$ cat config.mk
export PLATFORM = sky130hd
export DESIGN_NAME = led_anim_ctrl_flat
export DESIGN_NICKNAME = d
export VERILOG_FILES = /design/src/rtl/led_anim_ctrl_if.sv /design/src/rtl/led_anim_ctrl.sv /design/src/flat_wrapper.sv
export SDC_FILE = /design/constraint.sdc
export NUM_CORES = 1
export LEC_CHECK = 0
export BUFFER_PORTS_ARGS = -buffer_cell sky130_fd_sc_hd__buf_2
export CORE_MARGIN = 10
export CORE_UTILIZATION = 29
export CTS_BUF_LIST = sky130_fd_sc_hd__clkbuf_4 sky130_fd_sc_hd__clkbuf_8
export DETAILED_ROUTE_END_ITERATION = 8
export GPL_TIMING_DRIVEN = 0
export PLACE_DENSITY_LB_ADDON = 0.2
export SLEW_MARGIN = 40
export SYNTH_ARGS = -nofsm -noshare
export SYNTH_HDL_FRONTEND = slang
export SYNTH_SLANG_ARGS = --single-unit
$ cat constraint.sdc
create_clock -name clk -period 2.8 [get_ports clk]
set_input_delay 0.28 -clock clk [delete_from_list [all_inputs] [get_ports clk]]
set_output_delay 0.28 -clock clk [all_outputs]
set_load 0.02 [all_outputs]
$ cat src/rtl/led_anim_ctrl_if.sv
// led_anim_ctrl_if: bundle between the animation sequencer and its surroundings.
//   sw        [1:0]  speed switches (00 step mode, 01 slow, 10 med, 11 fast)
//   btn_step         single-step button, debounced, active-high
//   frame_idx [4:0]  current frame number to the frame ROM
//   frame_stb        one-cycle pulse when frame_idx takes a new value
//   running          high while the sequencer free-runs
// master = the board side driving switches/button; slave = the sequencer.
`timescale 1ns/1ps
interface led_anim_ctrl_if;
    logic [1:0] sw;
    logic       btn_step;
    logic [4:0] frame_idx;
    logic       frame_stb;
    logic       running;

    modport master (output sw, btn_step, input frame_idx, frame_stb, running);
    modport slave  (input sw, btn_step, output frame_idx, frame_stb, running);
endinterface

$ cat src/rtl/led_anim_ctrl.sv
// led_anim_ctrl: frame sequencer for the 16-LED animation datapath.
// Synchronises the speed switches and step button, runs a prescaler that
// advances the frame index at the selected rate, or single-steps in stop mode.
// Ports:
//   clk  board clock, all logic on posedge
//   rst  synchronous active-high reset
//   bus  led_anim_ctrl_if.slave (sw, btn_step in; frame_idx, frame_stb, running out)
`timescale 1ns/1ps
module led_anim_ctrl #(
    parameter int PERIOD_SLOW = 100000000,
    parameter int PERIOD_MED  = 50000000,
    parameter int PERIOD_FAST = 20000000,
    parameter int CNT_W       = 27,
    parameter int NFRAMES     = 32
) (
    input  logic            clk,
    input  logic            rst,
    led_anim_ctrl_if.slave  bus
);
    typedef enum logic {IDLE, RUN} state_t;

    state_t           state_q, state_d;
    logic [1:0]       sw_s1_q, sw_s_q;
    logic             btn_s1_q, btn_s_q, btn_s_d_q;
    logic [1:0]       mode_cur_q, mode_cur_d;
    logic [CNT_W-1:0] presc_q, presc_d;
    logic [4:0]       frame_q, frame_d;
    logic             stb_q, stb_d;
    logic [1:0]       mode;
    logic             step_evt;

    function automatic logic [CNT_W-1:0] period_m1(input logic [1:0] m);
        case (m)
            2'b01:   return CNT_W'(PERIOD_SLOW - 1);
            2'b10:   return CNT_W'(PERIOD_MED - 1);
            default: return CNT_W'(PERIOD_FAST - 1);
        endcase
    endfunction

    function automatic logic [4:0] frame_next(input logic [4:0] f);
        return (f == 5'(NFRAMES - 1)) ? 5'd0 : f + 5'd1;
    endfunction

    assign mode     = sw_s_q;
    assign step_evt = btn_s_q & ~btn_s_d_q;

    always_ff @(posedge clk) begin
        if (rst) begin
            sw_s1_q    <= 2'b00;
            sw_s_q     <= 2'b00;
            btn_s1_q   <= 1'b0;
            btn_s_q    <= 1'b0;
            btn_s_d_q  <= 1'b0;
            state_q    <= IDLE;
            mode_cur_q <= 2'b00;
            presc_q    <= '0;
            frame_q    <= 5'd0;
            stb_q      <= 1'b0;
        end else begin
            sw_s1_q    <= bus.sw;
            sw_s_q     <= sw_s1_q;
            btn_s1_q   <= bus.btn_step;
            btn_s_q    <= btn_s1_q;
            btn_s_d_q  <= btn_s_q;
            state_q    <= state_d;
            mode_cur_q <= mode_cur_d;
            presc_q    <= presc_d;
            frame_q    <= frame_d;
            stb_q      <= stb_d;
        end
    end

    always_comb begin
        state_d    = state_q;
        mode_cur_d = mode_cur_q;
        presc_d    = presc_q;
        frame_d    = frame_q;
        stb_d      = 1'b0;
        case (state_q)
            IDLE: begin
                presc_d = '0;
                // Entering RUN takes priority; a step in the same cycle is dropped.
                if (mode != 2'b00) begin
                    state_d    = RUN;
                    mode_cur_d = mode;
                    presc_d    = period_m1(mode);
                end else if (step_evt) begin
                    frame_d = frame_next(frame_q);
                    stb_d   = 1'b1;
                end
            end
            RUN: begin
                if (mode == 2'b00) begin
                    // Stop wins over a tick due this cycle; frame is kept.
                    state_d = IDLE;
                    presc_d = '0;
                end else if (mode != mode_cur_q) begin
                    // Speed change restarts the interval and swallows any due tick.
                    mode_cur_d = mode;
                    presc_d    = period_m1(mode);
                end else if (presc_q == '0) begin
                    presc_d = period_m1(mode);
                    frame_d = frame_next(frame_q);
                    stb_d   = 1'b1;
                end else begin
                    presc_d = presc_q - CNT_W'(1);
                end
            end
            default: state_d = IDLE;
        endcase
    end

    assign bus.frame_idx = frame_q;
    assign bus.frame_stb = stb_q;
    assign bus.running   = (state_q == RUN);
endmodule

$ cat src/flat_wrapper.sv
// flat-port wrapper written by rule: the top's interface ports become plain ports
module led_anim_ctrl_flat 
#(
    parameter int PERIOD_SLOW = 100000000,
    parameter int PERIOD_MED  = 50000000,
    parameter int PERIOD_FAST = 20000000,
    parameter int CNT_W       = 27,
    parameter int NFRAMES     = 32
)
  (clk, rst, bus_sw, bus_btn_step, bus_frame_idx, bus_frame_stb, bus_running);
  led_anim_ctrl_if bus_i ();
  input  logic clk;
  input  logic rst;
  input wire logic [$bits(bus_i.sw)-1:0] bus_sw;
  input wire logic [$bits(bus_i.btn_step)-1:0] bus_btn_step;
  output wire logic [$bits(bus_i.frame_idx)-1:0] bus_frame_idx;
  output wire logic [$bits(bus_i.frame_stb)-1:0] bus_frame_stb;
  output wire logic [$bits(bus_i.running)-1:0] bus_running;
  assign bus_i.sw = bus_sw;
  assign bus_i.btn_step = bus_btn_step;
  assign bus_frame_idx = bus_i.frame_idx;
  assign bus_frame_stb = bus_i.frame_stb;
  assign bus_running = bus_i.running;
  led_anim_ctrl #(.PERIOD_SLOW(PERIOD_SLOW), .PERIOD_MED(PERIOD_MED), .PERIOD_FAST(PERIOD_FAST), .CNT_W(CNT_W), .NFRAMES(NFRAMES)) u_core (.clk(clk), .rst(rst), .bus(bus_i));
endmodule
==> out/metrics.cfg <==
[status]
status = completed

[placement]
io_buffers = 11
place_hpwl_um = 3556
dp_cells = 343
place_ws_ns = 0.3224
gp_congestion = 0.7656

[sta]
fin_crit_ns = 2.463
hold_violations = 0
max_slew_margin_pct = 53.89
final_max_slew_viol_count = 0
setup_viol = 0
rsz0062_at_grt = no
finalSetupTns_ns = 0
setup_ws_ns = 0.3371
tightest_slew_ns = 0.6854
fmax_mhz = 406.0
fin_crit_sh_pct = 87.96
fin_skew_ns = 0.01221

[grt]
grt_overflow = 0
grt_pass1_vias = 1660
grt_max_degree = 14
antenna_found_initial = 0
track_usage_pct = 8.775
grt_pass1_wl_um = 8307

[die]
die_w_um = 106.8
coreArea_um2 = 7292
start_util_pct = 29.98
num_rows = 31
die_h_um = 106.8
ios = 12
die_area_um2 = 11410

[power_and_ir_drop]
p_leak_nw = 0.9366
power_density_nw_per_um2 = 609.0
ir_worst_vdd_mv = 0.2671
p_total_mw = 1.527

[route]
dr.pass1.iters = 4
wl_per_cell_um = 13.55
wl_um = 4757
drt_iter0_drc = 61
ant_nets = 0
drc_errors = 0
vias_per_cell = 4.812
vias = 1689

[logic_synthesis]
synth_edf_count = 0
yosys_register_bits = 43
ys_types = 49
syn-num-nets = 248
synth_simple_gate_area_share_pct = 25.70
syn_area_per_cell_um2 = 9.381
yosysMostFrequentCell = dfxtp_1
yosys_warnings = 0
synthAdderAreaFrac_pct = 5.724
synthCells = 233
async_reset_ff_share_pct = 0
syn_area_um2 = 2186
synth_top_family_by_area = simple AND/OR/NAND/NOR gates
synth_ff_type = dfxtp_1
synth_mux_area_share_pct = 1.374
synth_common_cells = dfxtp_1, xnor2_1, nor2_1
synth_area_leaders = dfxtp_1, xnor2_1, ha_1
synth_xor_area_share_pct = 8.815
yosysTopAreaCell = dfxtp_1
yosysSeqAreaShare_pct = 39.38
synth_top_area_share_pct = 39.38
synth-compound-area-share_pct = 16.03

[setup_path]
cp_data_arrival_time_ns = 2.65
path_class = reg2reg
cp_max_fo = 8
worstPathRequired_ns = 2.99
r2r_slack_ns = 0.34
critPathLaunchType = register
end_kind = register

[finish]
finalNonFillerCells = 351
syn_to_final_growth_pct = 14.71
diodes = 0
drive_above_1_share_pct = 16.27
finalNetCount = 266

[clock_tree]
cts_num_sinks = 43
cts_hold_buf = 0
cts_tree = yes
root_buffer = clkbuf_8
post_cts_buffers = 0
clk_latency_ns = 0.29
clock_path_buffers = 2
ctsResizeCount = 0
cts_max_level = 2
cts_buffers = 5
clk_pin_slew_worst_paths_ns = 0.08

[worst_hold_path]
min_path_type = in2reg

[flow_run]
max_cap_violations = 0

## cells in the final DEF (no fill, tap or decap), drive strengths merged, types with 10 or more instances in the layout
cell | synthesis | routed
buf | 2 | 13
nand2b | 12 | 12
nor2b | 14 | 14
nor3 | 11 | 11
dfxtp | 43 | 43
clkbuf | 6 | 12
xnor2 | 19 | 19
a21oi | 13 | 13
nor2 | 17 | 17
ha | 10 | 10
o21ai | 12 | 12
## per-stage QoR
step	utilization, %	instance area (um2)	hold slack, ns
4_1_cts	34.39	2507	0.1905
2_1_floorplan	-	2186	0.4082
5_1_grt	34.39	2507	0.2194
6_report	34.39	2507	0.1951
3_3_place_gp	32.43	2365	0.4205
3_5_place_dp	32.52	2371	0.4238
## layer usage
layer  global-route usage [%]  vias to the layer above  routed length [um]
met5                        0                        -                   0
met4                    1.741                        0                  27
met3                    2.275                        2                 108
met2                    14.93                       16                2284
met1                    10.91                      798                2336
li1                         -                      873                   -
## power breakdown
part	total [mW]	leakage, nW	switching [mW]	internal, mW
Clock	0.585	0.0688	0.219	0.367
Combinational	0.285	0.517	0.167	0.119
Sequential	0.656	0.351	0.0213	0.635
## sequential cells by signal, summed over array words and instances, names as in the netlist
signal                count
u_core.bus.frame_idx      5
u_core.btn_s1_q           1
u_core.btn_s_q            1
u_core.sw_s1_q            2
u_core.bus.running        1
u_core.mode               2
u_core.mode_cur_q         2
u_core.bus.frame_stb      1
u_core.btn_s_d_q          1
u_core.presc_q           27
## final cells by class
cell class | instances | area, um2
buffer | 8 | 38.79
clock buffer | 6 | 76.32
clock inverter | 2 | 60.06
fill | 814 | 4785
inverter | 7 | 26.28
multi-input combinational | 175 | 1266
sequential | 43 | 860.8
tap | 99 | 123.9
timing repair buffer | 11 | 55.05
## worst max-delay path, stage by stage (launching register included)
cell and delay, ns:
dfxtp_1 0.46, inv_1 0.13, ha_1 0.21, clkbuf_1 0.22, nor2b_1 0.36, nand3_1 0.18, nor4_4 0.51, o21ai_0 0.14
o2bb2ai_1 0.15
## kinds of logic after synthesis
kind of cell / after synthesis
xor gates and xnor gates: 22
adders and majority gates: 10
AOI/OAI and AO/OA: 50
DFF: 43
and+or+nand+nor: 90
buffers and inverters: 15
muxes: 3
## final timing paths
| path | end | cells after the start | from |
|---|---|---|---|
| worst min register to register | u_core.mode[0] | 1 | u_core.sw_s1_q[0] |
| worst max-delay path | u_core.bus.frame_idx[3] | 8 | u_core.mode[0] |
| worst max register to register | u_core.bus.frame_idx[3] | 8 | u_core.mode[0] |
| worst min-delay path | u_core.sw_s1_q[1] | 2 | bus_sw[1] |
(Power assumes the default switching activity.)
